===== config.mk =====
export PLATFORM = sky130hd
export DESIGN_NAME = datapath_sequencer_flat
export DESIGN_NICKNAME = d
export VERILOG_FILES = /design/src/rtl/datapath_sequencer_if.sv /design/src/rtl/datapath_sequencer.sv /design/src/flat_wrapper.sv
export SDC_FILE = /design/constraint.sdc
export NUM_CORES = 1
export LEC_CHECK = 0
export CAP_MARGIN = 20
export CORE_MARGIN = 2
export CORE_UTILIZATION = 52
export CTS_CLUSTER_DIAMETER = 30
export DETAILED_ROUTE_END_ITERATION = 10
export GPL_ROUTABILITY_DRIVEN = 0
export GPL_TIMING_DRIVEN = 1
export PLACE_DENSITY = 0.89
export SETUP_SLACK_MARGIN = 0.5
export SLEW_MARGIN = 0
export SYNTH_ARGS = -nofsm -noshare
export SYNTH_HDL_FRONTEND = slang
export SYNTH_SLANG_ARGS = --single-unit

===== constraint.sdc =====
create_clock -name clk -period 4.81 [get_ports clk]
set_input_delay 0.7215 -clock clk [delete_from_list [all_inputs] [get_ports clk]]
set_output_delay 0.7215 -clock clk [all_outputs]
set_load 0.02 [all_outputs]

===== src/rtl/datapath_sequencer_if.sv =====
// Instruction-memory fetch port of the datapath sequencer.
//   imem_req   sequencer -> memory  fetch request, held until imem_ack
//   imem_addr  sequencer -> memory  fetch address (the current PC)
//   imem_ack   memory -> sequencer  fetch complete, imem_data valid this cycle
//   imem_data  memory -> sequencer  32-bit instruction word
// master = sequencer side, slave = instruction-memory side.
interface datapath_sequencer_if;
    logic        imem_req;
    logic [31:0] imem_addr;
    logic        imem_ack;
    logic [31:0] imem_data;

    modport master (
        output imem_req,
        output imem_addr,
        input  imem_ack,
        input  imem_data
    );

    modport slave (
        input  imem_req,
        input  imem_addr,
        output imem_ack,
        output imem_data
    );
endinterface


===== src/rtl/datapath_sequencer.sv =====
// Multi-cycle FETCH -> DECODE -> EXEC controller for the single-cycle
// register/ALU/data-memory datapath (MIPS subset). Owns the PC, fetches over
// a req/ack instruction port, drives all datapath fields and controls, and
// resolves beq/bne from the datapath zero flag.
//
// Ports:
//   clk, rst        clock (rising edge), asynchronous active-high reset
//   imem            fetch port (datapath_sequencer_if.master)
//   zero, ovflw     datapath ALU flags
//   rd rt rs shamt  5-bit instruction fields
//   imm             16-bit immediate field
//   reg_wr mem_wr   write strobes, high only during EXEC
//   reg_dst alu_src ext_op mem_to_reg alu_ctrl   datapath controls
//   pc              current PC (also the fetch address)
//   halted          sequencer stopped; cleared only by rst
//
// Build option: DATAPATH_SEQ_OVF_TRAP_EN -- when defined, add/sub/addi with
// ovflw=1 suppress reg_wr, keep the PC and stop in HALT.
module datapath_sequencer #(
    parameter logic [31:0] RESET_PC    = 32'h0000_0000,
    parameter logic [5:0]  HALT_OPCODE = 6'b111111
) (
    input  logic                         clk,
    input  logic                         rst,
    datapath_sequencer_if.master         imem,
    input  logic                         zero,
    input  logic                         ovflw,
    output logic [4:0]                   rd,
    output logic [4:0]                   rt,
    output logic [4:0]                   rs,
    output logic [4:0]                   shamt,
    output logic [15:0]                  imm,
    output logic                         reg_wr,
    output logic                         reg_dst,
    output logic                         alu_src,
    output logic                         ext_op,
    output logic                         mem_wr,
    output logic                         mem_to_reg,
    output logic [2:0]                   alu_ctrl,
    output logic [31:0]                  pc,
    output logic                         halted
);

    typedef enum logic [1:0] {S_FETCH, S_DECODE, S_EXEC, S_HALT} state_t;
    typedef enum logic [1:0] {PC_SEQ, PC_BEQ, PC_BNE, PC_JMP} pc_sel_t;

    localparam logic [5:0] OP_RTYPE = 6'b000000;
    localparam logic [5:0] OP_ADDI  = 6'b001000;
    localparam logic [5:0] OP_ORI   = 6'b001101;
    localparam logic [5:0] OP_LW    = 6'b100011;
    localparam logic [5:0] OP_SW    = 6'b101011;
    localparam logic [5:0] OP_BEQ   = 6'b000100;
    localparam logic [5:0] OP_BNE   = 6'b000101;
    localparam logic [5:0] OP_J     = 6'b000010;

    localparam logic [5:0] FN_ADD = 6'b100000;
    localparam logic [5:0] FN_SUB = 6'b100010;
    localparam logic [5:0] FN_AND = 6'b100100;
    localparam logic [5:0] FN_OR  = 6'b100101;
    localparam logic [5:0] FN_SLT = 6'b101010;
    localparam logic [5:0] FN_SLL = 6'b000000;

    localparam logic [2:0] ALU_ADD = 3'b000;
    localparam logic [2:0] ALU_SUB = 3'b001;
    localparam logic [2:0] ALU_AND = 3'b010;
    localparam logic [2:0] ALU_OR  = 3'b011;
    localparam logic [2:0] ALU_SLT = 3'b100;
    localparam logic [2:0] ALU_SLL = 3'b101;

    state_t      r_state;
    pc_sel_t     r_pc_sel;
    logic [31:0] r_pc;
    logic [31:0] r_ir;
    logic        r_imem_req;
    logic [4:0]  r_rd, r_rt, r_rs, r_shamt;
    logic [15:0] r_imm;
    logic        r_reg_wr, r_mem_wr, r_reg_dst, r_alu_src, r_ext_op, r_mem_to_reg;
    logic [2:0]  r_alu_ctrl;
    logic        r_halted;

    logic [5:0]  w_op;
    logic [5:0]  w_funct;
    logic        w_valid;
    logic        w_reg_dst, w_alu_src, w_ext_op, w_mem_to_reg, w_reg_wr, w_mem_wr;
    logic [2:0]  w_alu_ctrl;
    pc_sel_t     w_pc_sel;
    logic [31:0] w_pc_plus4;
    logic [31:0] w_br_off;
    logic [31:0] w_pc_next;
    logic        w_trap;

    assign w_op    = r_ir[31:26];
    assign w_funct = r_ir[5:0];

    // Decode of the latched instruction; consumed only in DECODE.
    always_comb begin
        w_valid      = 1'b1;
        w_reg_dst    = 1'b0;
        w_alu_src    = 1'b0;
        w_ext_op     = 1'b0;
        w_mem_to_reg = 1'b0;
        w_reg_wr     = 1'b0;
        w_mem_wr     = 1'b0;
        w_alu_ctrl   = ALU_ADD;
        w_pc_sel     = PC_SEQ;
        if (w_op == HALT_OPCODE) begin
            w_valid = 1'b0;
        end else begin
            case (w_op)
                OP_RTYPE: begin
                    w_reg_dst = 1'b1;
                    w_reg_wr  = 1'b1;
                    case (w_funct)
                        FN_ADD:  w_alu_ctrl = ALU_ADD;
                        FN_SUB:  w_alu_ctrl = ALU_SUB;
                        FN_AND:  w_alu_ctrl = ALU_AND;
                        FN_OR:   w_alu_ctrl = ALU_OR;
                        FN_SLT:  w_alu_ctrl = ALU_SLT;
                        FN_SLL:  w_alu_ctrl = ALU_SLL;
                        default: w_valid    = 1'b0;
                    endcase
                end
                OP_ADDI: begin
                    w_alu_src = 1'b1;
                    w_ext_op  = 1'b1;
                    w_reg_wr  = 1'b1;
                end
                OP_ORI: begin
                    w_alu_src  = 1'b1;
                    w_alu_ctrl = ALU_OR;
                    w_reg_wr   = 1'b1;
                end
                OP_LW: begin
                    w_alu_src    = 1'b1;
                    w_ext_op     = 1'b1;
                    w_mem_to_reg = 1'b1;
                    w_reg_wr     = 1'b1;
                end
                OP_SW: begin
                    w_alu_src = 1'b1;
                    w_ext_op  = 1'b1;
                    w_mem_wr  = 1'b1;
                end
                OP_BEQ: begin
                    w_alu_ctrl = ALU_SUB;
                    w_pc_sel   = PC_BEQ;
                end
                OP_BNE: begin
                    w_alu_ctrl = ALU_SUB;
                    w_pc_sel   = PC_BNE;
                end
                OP_J:    w_pc_sel = PC_JMP;
                default: w_valid  = 1'b0;
            endcase
        end
    end

    assign w_pc_plus4 = r_pc + 32'd4;
    assign w_br_off   = {{14{r_imm[15]}}, r_imm, 2'b00};

    always_comb begin
        w_pc_next = w_pc_plus4;
        case (r_pc_sel)
            PC_BEQ:  if (zero)  w_pc_next = w_pc_plus4 + w_br_off;
            PC_BNE:  if (!zero) w_pc_next = w_pc_plus4 + w_br_off;
            PC_JMP:  w_pc_next = {w_pc_plus4[31:28], r_ir[25:0], 2'b00};
            default: w_pc_next = w_pc_plus4;
        endcase
    end

`ifdef DATAPATH_SEQ_OVF_TRAP_EN
    logic r_ovf_chk;

    // r_ovf_chk is only meaningful while r_reg_wr is high, i.e. in EXEC.
    assign w_trap = r_ovf_chk & ovflw;
`else
    logic w_unused_ovflw;

    assign w_trap         = 1'b0;
    assign w_unused_ovflw = ovflw;
`endif

    always_ff @(posedge clk or posedge rst) begin
        if (rst) begin
            r_state      <= S_FETCH;
            r_pc_sel     <= PC_SEQ;
            r_pc         <= RESET_PC;
            r_ir         <= '0;
            r_imem_req   <= 1'b0;
            r_rd         <= '0;
            r_rt         <= '0;
            r_rs         <= '0;
            r_shamt      <= '0;
            r_imm        <= '0;
            r_reg_wr     <= 1'b0;
            r_mem_wr     <= 1'b0;
            r_reg_dst    <= 1'b0;
            r_alu_src    <= 1'b0;
            r_ext_op     <= 1'b0;
            r_mem_to_reg <= 1'b0;
            r_alu_ctrl   <= '0;
            r_halted     <= 1'b0;
`ifdef DATAPATH_SEQ_OVF_TRAP_EN
            r_ovf_chk    <= 1'b0;
`endif
        end else begin
            case (r_state)
                S_FETCH: begin
                    // Accept only while the request is actually on the bus;
                    // the first FETCH cycle after reset raises the request.
                    if (r_imem_req && imem.imem_ack) begin
                        r_ir       <= imem.imem_data;
                        r_imem_req <= 1'b0;
                        r_state    <= S_DECODE;
                    end else begin
                        r_imem_req <= 1'b1;
                    end
                end
                S_DECODE: begin
                    r_rs         <= r_ir[25:21];
                    r_rt         <= r_ir[20:16];
                    r_rd         <= r_ir[15:11];
                    r_shamt      <= r_ir[10:6];
                    r_imm        <= r_ir[15:0];
                    r_reg_dst    <= w_reg_dst;
                    r_alu_src    <= w_alu_src;
                    r_ext_op     <= w_ext_op;
                    r_mem_to_reg <= w_mem_to_reg;
                    r_alu_ctrl   <= w_alu_ctrl;
                    r_pc_sel     <= w_pc_sel;
`ifdef DATAPATH_SEQ_OVF_TRAP_EN
                    r_ovf_chk    <= ((w_op == OP_RTYPE) &&
                                     ((w_funct == FN_ADD) || (w_funct == FN_SUB))) ||
                                    (w_op == OP_ADDI);
`endif
                    if (w_valid) begin
                        r_reg_wr <= w_reg_wr;
                        r_mem_wr <= w_mem_wr;
                        r_state  <= S_EXEC;
                    end else begin
                        r_halted <= 1'b1;
                        r_state  <= S_HALT;
                    end
                end
                S_EXEC: begin
                    r_reg_wr <= 1'b0;
                    r_mem_wr <= 1'b0;
                    if (w_trap) begin
                        r_halted <= 1'b1;
                        r_state  <= S_HALT;
                    end else begin
                        r_pc       <= w_pc_next;
                        r_imem_req <= 1'b1;
                        r_state    <= S_FETCH;
                    end
                end
                S_HALT: begin
                    r_halted   <= 1'b1;
                    r_imem_req <= 1'b0;
                    r_reg_wr   <= 1'b0;
                    r_mem_wr   <= 1'b0;
                end
                default: r_state <= S_HALT;
            endcase
        end
    end

    assign imem.imem_req  = r_imem_req;
    assign imem.imem_addr = r_pc;
    assign pc             = r_pc;
    assign rd             = r_rd;
    assign rt             = r_rt;
    assign rs             = r_rs;
    assign shamt          = r_shamt;
    assign imm            = r_imm;
    assign reg_wr         = r_reg_wr & ~w_trap;
    assign mem_wr         = r_mem_wr;
    assign reg_dst        = r_reg_dst;
    assign alu_src        = r_alu_src;
    assign ext_op         = r_ext_op;
    assign mem_to_reg     = r_mem_to_reg;
    assign alu_ctrl       = r_alu_ctrl;
    assign halted         = r_halted;

endmodule


===== src/flat_wrapper.sv =====
// flat-port wrapper written by rule: the top's interface ports become plain ports
module datapath_sequencer_flat 
#(
    parameter logic [31:0] RESET_PC    = 32'h0000_0000,
    parameter logic [5:0]  HALT_OPCODE = 6'b111111
)
  (clk, rst, zero, ovflw, rd, rt, rs, shamt, imm, reg_wr, reg_dst, alu_src, ext_op, mem_wr, mem_to_reg, alu_ctrl, pc, halted, imem_imem_req, imem_imem_addr, imem_imem_ack, imem_imem_data);
  datapath_sequencer_if imem_i ();
  input  logic clk;
  input  logic rst;
  input  logic zero;
  input  logic ovflw;
  output logic [4:0] rd;
  output logic [4:0] rt;
  output logic [4:0] rs;
  output logic [4:0] shamt;
  output logic [15:0] imm;
  output logic reg_wr;
  output logic reg_dst;
  output logic alu_src;
  output logic ext_op;
  output logic mem_wr;
  output logic mem_to_reg;
  output logic [2:0] alu_ctrl;
  output logic [31:0] pc;
  output logic halted;
  output wire logic [$bits(imem_i.imem_req)-1:0] imem_imem_req;
  output wire logic [$bits(imem_i.imem_addr)-1:0] imem_imem_addr;
  input wire logic [$bits(imem_i.imem_ack)-1:0] imem_imem_ack;
  input wire logic [$bits(imem_i.imem_data)-1:0] imem_imem_data;
  assign imem_imem_req = imem_i.imem_req;
  assign imem_imem_addr = imem_i.imem_addr;
  assign imem_i.imem_ack = imem_imem_ack;
  assign imem_i.imem_data = imem_imem_data;
  datapath_sequencer #(.RESET_PC(RESET_PC), .HALT_OPCODE(HALT_OPCODE)) u_core (.clk(clk), .rst(rst), .imem(imem_i), .zero(zero), .ovflw(ovflw), .rd(rd), .rt(rt), .rs(rs), .shamt(shamt), .imm(imm), .reg_wr(reg_wr), .reg_dst(reg_dst), .alu_src(alu_src), .ext_op(ext_op), .mem_wr(mem_wr), .mem_to_reg(mem_to_reg), .alu_ctrl(alu_ctrl), .pc(pc), .halted(halted));
endmodule

==> summary.log <==
qor: critical_path.r2r_slack 0.67 ns
qor: critical_path.worst-endpoint-arrival 4.42 ns
qor: route.viasPerCell 5.93
qor: yosys.yosys.area.top_type_share 36.9%
qor: sta.layout_worst_path_cycle_share 86.0%
qor: layout.largest_register_ffs 32
qor: critical_path.cp_cell_sequence ha_1 > nand3_1 > nor2_1 > and2_2 > nand2_1 > xnor2_2 > ha_2 > and3_1 > and4_1 > o21ai_2 > a2111oi_2 > o21ai_2 > o21ai_2 > a2111o_2 > nand4_1 > nor3b_2 > mux2i_1 > xnor2_1
qor: yosys.synth_top_family_by_area compound AO/OA/AOI/OAI gates
qor: sta.finalHoldViolCount 0
qor: grt.grt_pass1_vias 5708
qor: sta.period_minus_slack 4.14 ns
qor: pwr.leakage_power 3.58 nW
qor: place.dp_hpwl 12.3 mm
qor: route.finalWirelength 17.6 mm
qor: route.wire_per_inst 17.5 um
qor: run.cap_viol_max_count 0
qor: yosys.synth-adder-area-share 6.74%
qor: critical_path.critical_path_peak_fanout 6
qor: yosys.synth_xor_xnor_area_share 6.77%
qor: floorplan.die_area 14400 sq um
qor: clock_network.post-cts-setup-buffers 0
qor: yosys.synth_warnings 0
qor: floorplan.initial_utilization 52.9%
qor: sta.clock_skew 0.00602 ns
qor: route.drtPass1Iterations 5
qor: critical_path.most_used_cell_along_the_critical_path sky130_fd_sc_hd__o21ai_2
qor: critical_path.crit_type reg -> reg
qor: place.placement.cell_area 8240 sq um
qor: yosys.dominantRegCellSynth sky130_fd_sc_hd__dfrtp_1
qor: yosys.yosysUniqueCellTypes 62
qor: floorplan.io_pins 148
qor: sta.fmaxAchievable 0.242 GHz
qor: grt.global_route.overflow_total 0
qor: critical_path.timing.critical_path.from_type register
qor: layout.final_layout_size_suffix_gt1_share 13.1%
qor: clock_network.cells_resized_by_post_cts_repair 0
qor: floorplan.dieHeight 120 um
qor: yosys.synth_compound_gate_area_share 16.8%
qor: layout.post_route_design_area 8620 sq um
qor: route.drt_drc_violations_left 0
qor: critical_path.setup.worst_path.end_class register
qor: grt.grt_antenna_before_repair 1
qor: place.total_of_buffers_placed_on_input_and_output_ports 142
qor: layout.top_register u_core.r_ir
qor: route.detailroute.via_count 5966
qor: route.drt_iter0_drc 479
qor: clock_network.holdBufCountCts 0
qor: route.detail-route-antenna-nets 0
qor: critical_path.max_stage_delay 0.44 ns
qor: clock_network.clkSlewWorstSetupHoldPaths 0.07 ns
qor: clock_network.clock_tree.htree_level_count 3
qor: yosys.synth-seq-cells 103
qor: sta.setup-violations-final 0
qor: pwr.power.density 808 nW/um^2
qor: sta.slew-limit-headroom 31.3%
qor: yosys.post-synth-top-count-cell sky130_fd_sc_hd__dfrtp_1
qor: critical_path.critical-path-slowest-cell sky130_fd_sc_hd__dfrtp_1
qor: floorplan.fp.dieW 120 um
qor: layout.finalNetCount 898
qor: layout.nFillCells 1037
qor: floorplan.fp-row-count 42
qor: floorplan.fp.coreArea 13200 sq um
qor: yosys.synth_area_leader_cell sky130_fd_sc_hd__dfrtp_1
qor: yosys.synth_simple_gate_area_share 15.0%
qor: yosys.postSynth.asyncResetShare 100%
qor: yosys.cell_area_synth 6980 sq um
qor: critical_path.worst_ep_required_time 5.09 ns
qor: sta.slew_violations 0
qor: grt.wire_length_of_the_first_global_routing_pass 28.0 mm
qor: yosys.yosysSeqAreaShare 36.9%
qor: clock_network.tritoncts built
qor: layout.area_growth_syn_to_layout 23.4%
qor: clock_network.clock_latency_on_the_worst_skew_pair 0.36 ns
qor: yosys.synth_cells 740
qor: yosys.list_of_most_frequent_post_synthesis_cells 103 x sky130_fd_sc_hd__dfrtp_1, 59 x sky130_fd_sc_hd__nand2_1, 58 x sky130_fd_sc_hd__mux2_2, 51 x sky130_fd_sc_hd__a21oi_1, 44 x sky130_fd_sc_hd__buf_4
qor: worst_hold_path.timing.hold.worst.class reg -> reg
qor: yosys.synth_edf_count 0
qor: sta.worst_pin_slew 1.03 ns
qor: yosys.synth.area.top_cells sky130_fd_sc_hd__dfrtp_1 37%, sky130_fd_sc_hd__mux2_2 9.4%, sky130_fd_sc_hd__ha_1 6.5%
qor: clock_network.cts.sink_count 103
qor: layout.finish.utilization 65.3%
qor: pwr.ir_worst_vdd 0.414 mV
qor: grt.grt_use_total 24.7%
qor: yosys.synth_mux_area_share 10.1%
qor: clock_network.cts-root-to-sink-buffers 2
qor: yosys.mean_instance_size_in_the_synthesized_netlist 9.43 sq um
qor: sta.post_route_setup_tns 0 ns
qor: sta.rsz_0062_raised_after_global_routing false
qor: clock_network.number_of_clock_buffers_inserted_by_tritoncts 9
qor: grt.grt_max_degree 79
qor: status.status finished, final reports clean
qor: clock_network.clockRootBuffer sky130_fd_sc_hd__clkbuf_16
cell usage in the layout (no fill, tap or decap), types with 5 or more instances in the layout:
cell	synthesis	routed
sky130_fd_sc_hd__nand2b_1	17	16
sky130_fd_sc_hd__dfrtp_1	103	103
sky130_fd_sc_hd__o21ai_2	4	5
sky130_fd_sc_hd__a222oi_1	10	10
sky130_fd_sc_hd__mux2i_1	5	5
sky130_fd_sc_hd__xor2_1	17	17
sky130_fd_sc_hd__a221oi_1	11	11
sky130_fd_sc_hd__nand3_1	21	21
sky130_fd_sc_hd__nor2b_1	12	12
sky130_fd_sc_hd__nand2_1	59	59
sky130_fd_sc_hd__o22ai_1	5	5
sky130_fd_sc_hd__ha_1	36	35
sky130_fd_sc_hd__buf_4	44	8
sky130_fd_sc_hd__nor3_1	10	10
sky130_fd_sc_hd__a211oi_1	5	5
sky130_fd_sc_hd__clkbuf_16	0	9
sky130_fd_sc_hd__nor2_1	41	41
sky130_fd_sc_hd__inv_1	16	15
sky130_fd_sc_hd__and3_1	10	10
sky130_fd_sc_hd__o21ai_0	38	37
sky130_fd_sc_hd__nand4_1	8	8
sky130_fd_sc_hd__a22oi_1	6	6
sky130_fd_sc_hd__clkdlybuf4s50_1	0	142
sky130_fd_sc_hd__mux2_2	58	58
sky130_fd_sc_hd__a21o_1	13	13
sky130_fd_sc_hd__xnor2_1	37	36
sky130_fd_sc_hd__a21oi_1	51	50
worst max-delay path: cells and delay by family, from the launching register on:
kind / cells / cell delay [ns]
AO/OA/AOI/OAI: 5 / 0.96
XOR/XNOR: 2 / 0.35
adder cells (fa/ha/maj): 2 / 0.66
flip-flops: 1 / 0.44
multiplexers: 1 / 0.25
AND/OR/NAND/NOR: 8 / 1.39
through the flow:
stage / hold slack, ns / setup WS, ns / instances / power [mW]
2_1_floorplan: 0.498 / 1.10 / 743 / 4.81
3_3_place_gp: 0.453 / 0.703 / 989 / 5.90
3_5_place_dp: 0.460 / 0.621 / 989 / 6.03
4_1_cts: 0.480 / 0.539 / 1005 / 6.93
5_1_grt: 0.510 / 0.506 / 1006 / 7.45
6_report: 0.474 / 0.673 / 1006 / 6.96
layout make-up:
type                            instances  area, sq um  area share, %
Clock inverter                          6          116           1.35
Tap cell                              176          220           2.56
Multi-Input combinational cell        544         3920           45.5
Antenna cell                            1         2.50         0.0290
Timing Repair Buffer                  150         1480           17.2
Clock buffer                           10          239           2.77
Inverter                               16         62.6          0.726
Sequential cell                       103         2580           29.9
cell families after synthesis:
group / after synthesis
flip-flops: 103
buffers and inverters: 96
adder cells (fa/ha/maj): 37
multiplexers: 63
other: 1
AO/OA/AOI/OAI: 177
XOR/XNOR: 54
AND/OR/NAND/NOR: 209
final timing paths:
path	from	end	depth (start not counted)
max in group asynchronous	rst	u_core.rs[3]$_DFFE_PP0N_	3
worst min register to register	u_core.halted$_DFFE_PP0P_	u_core.halted$_DFFE_PP0P_	1
min in group asynchronous	rst	u_core.imem.imem_addr[12]$_DFFE_PP0N_	2
worst min-delay path	u_core.halted$_DFFE_PP0P_	u_core.halted$_DFFE_PP0P_	1
worst max-delay path	u_core.imem.imem_addr[2]$_DFFE_PP0N_	u_core.imem.imem_addr[31]$_DFFE_PP0N_	18
worst max register to register	u_core.imem.imem_addr[2]$_DFFE_PP0N_	u_core.imem.imem_addr[31]$_DFFE_PP0N_	18
layer usage:
layer  track usage, %  share of wire [%]
met1             30.8                 42
met2             42.0                 50
met3             6.04                6.6
met4             8.09                1.8
met5                0                  0
report_power, final:
| part | switching, mW | internal (mW) |
|---|---|---|
| logic | 2.25 | 2.01 |
| clock network | 0.336 | 0.526 |
| registers | 0.585 | 1.26 |
No activity file was read; power rests on OpenSTA's default activity.
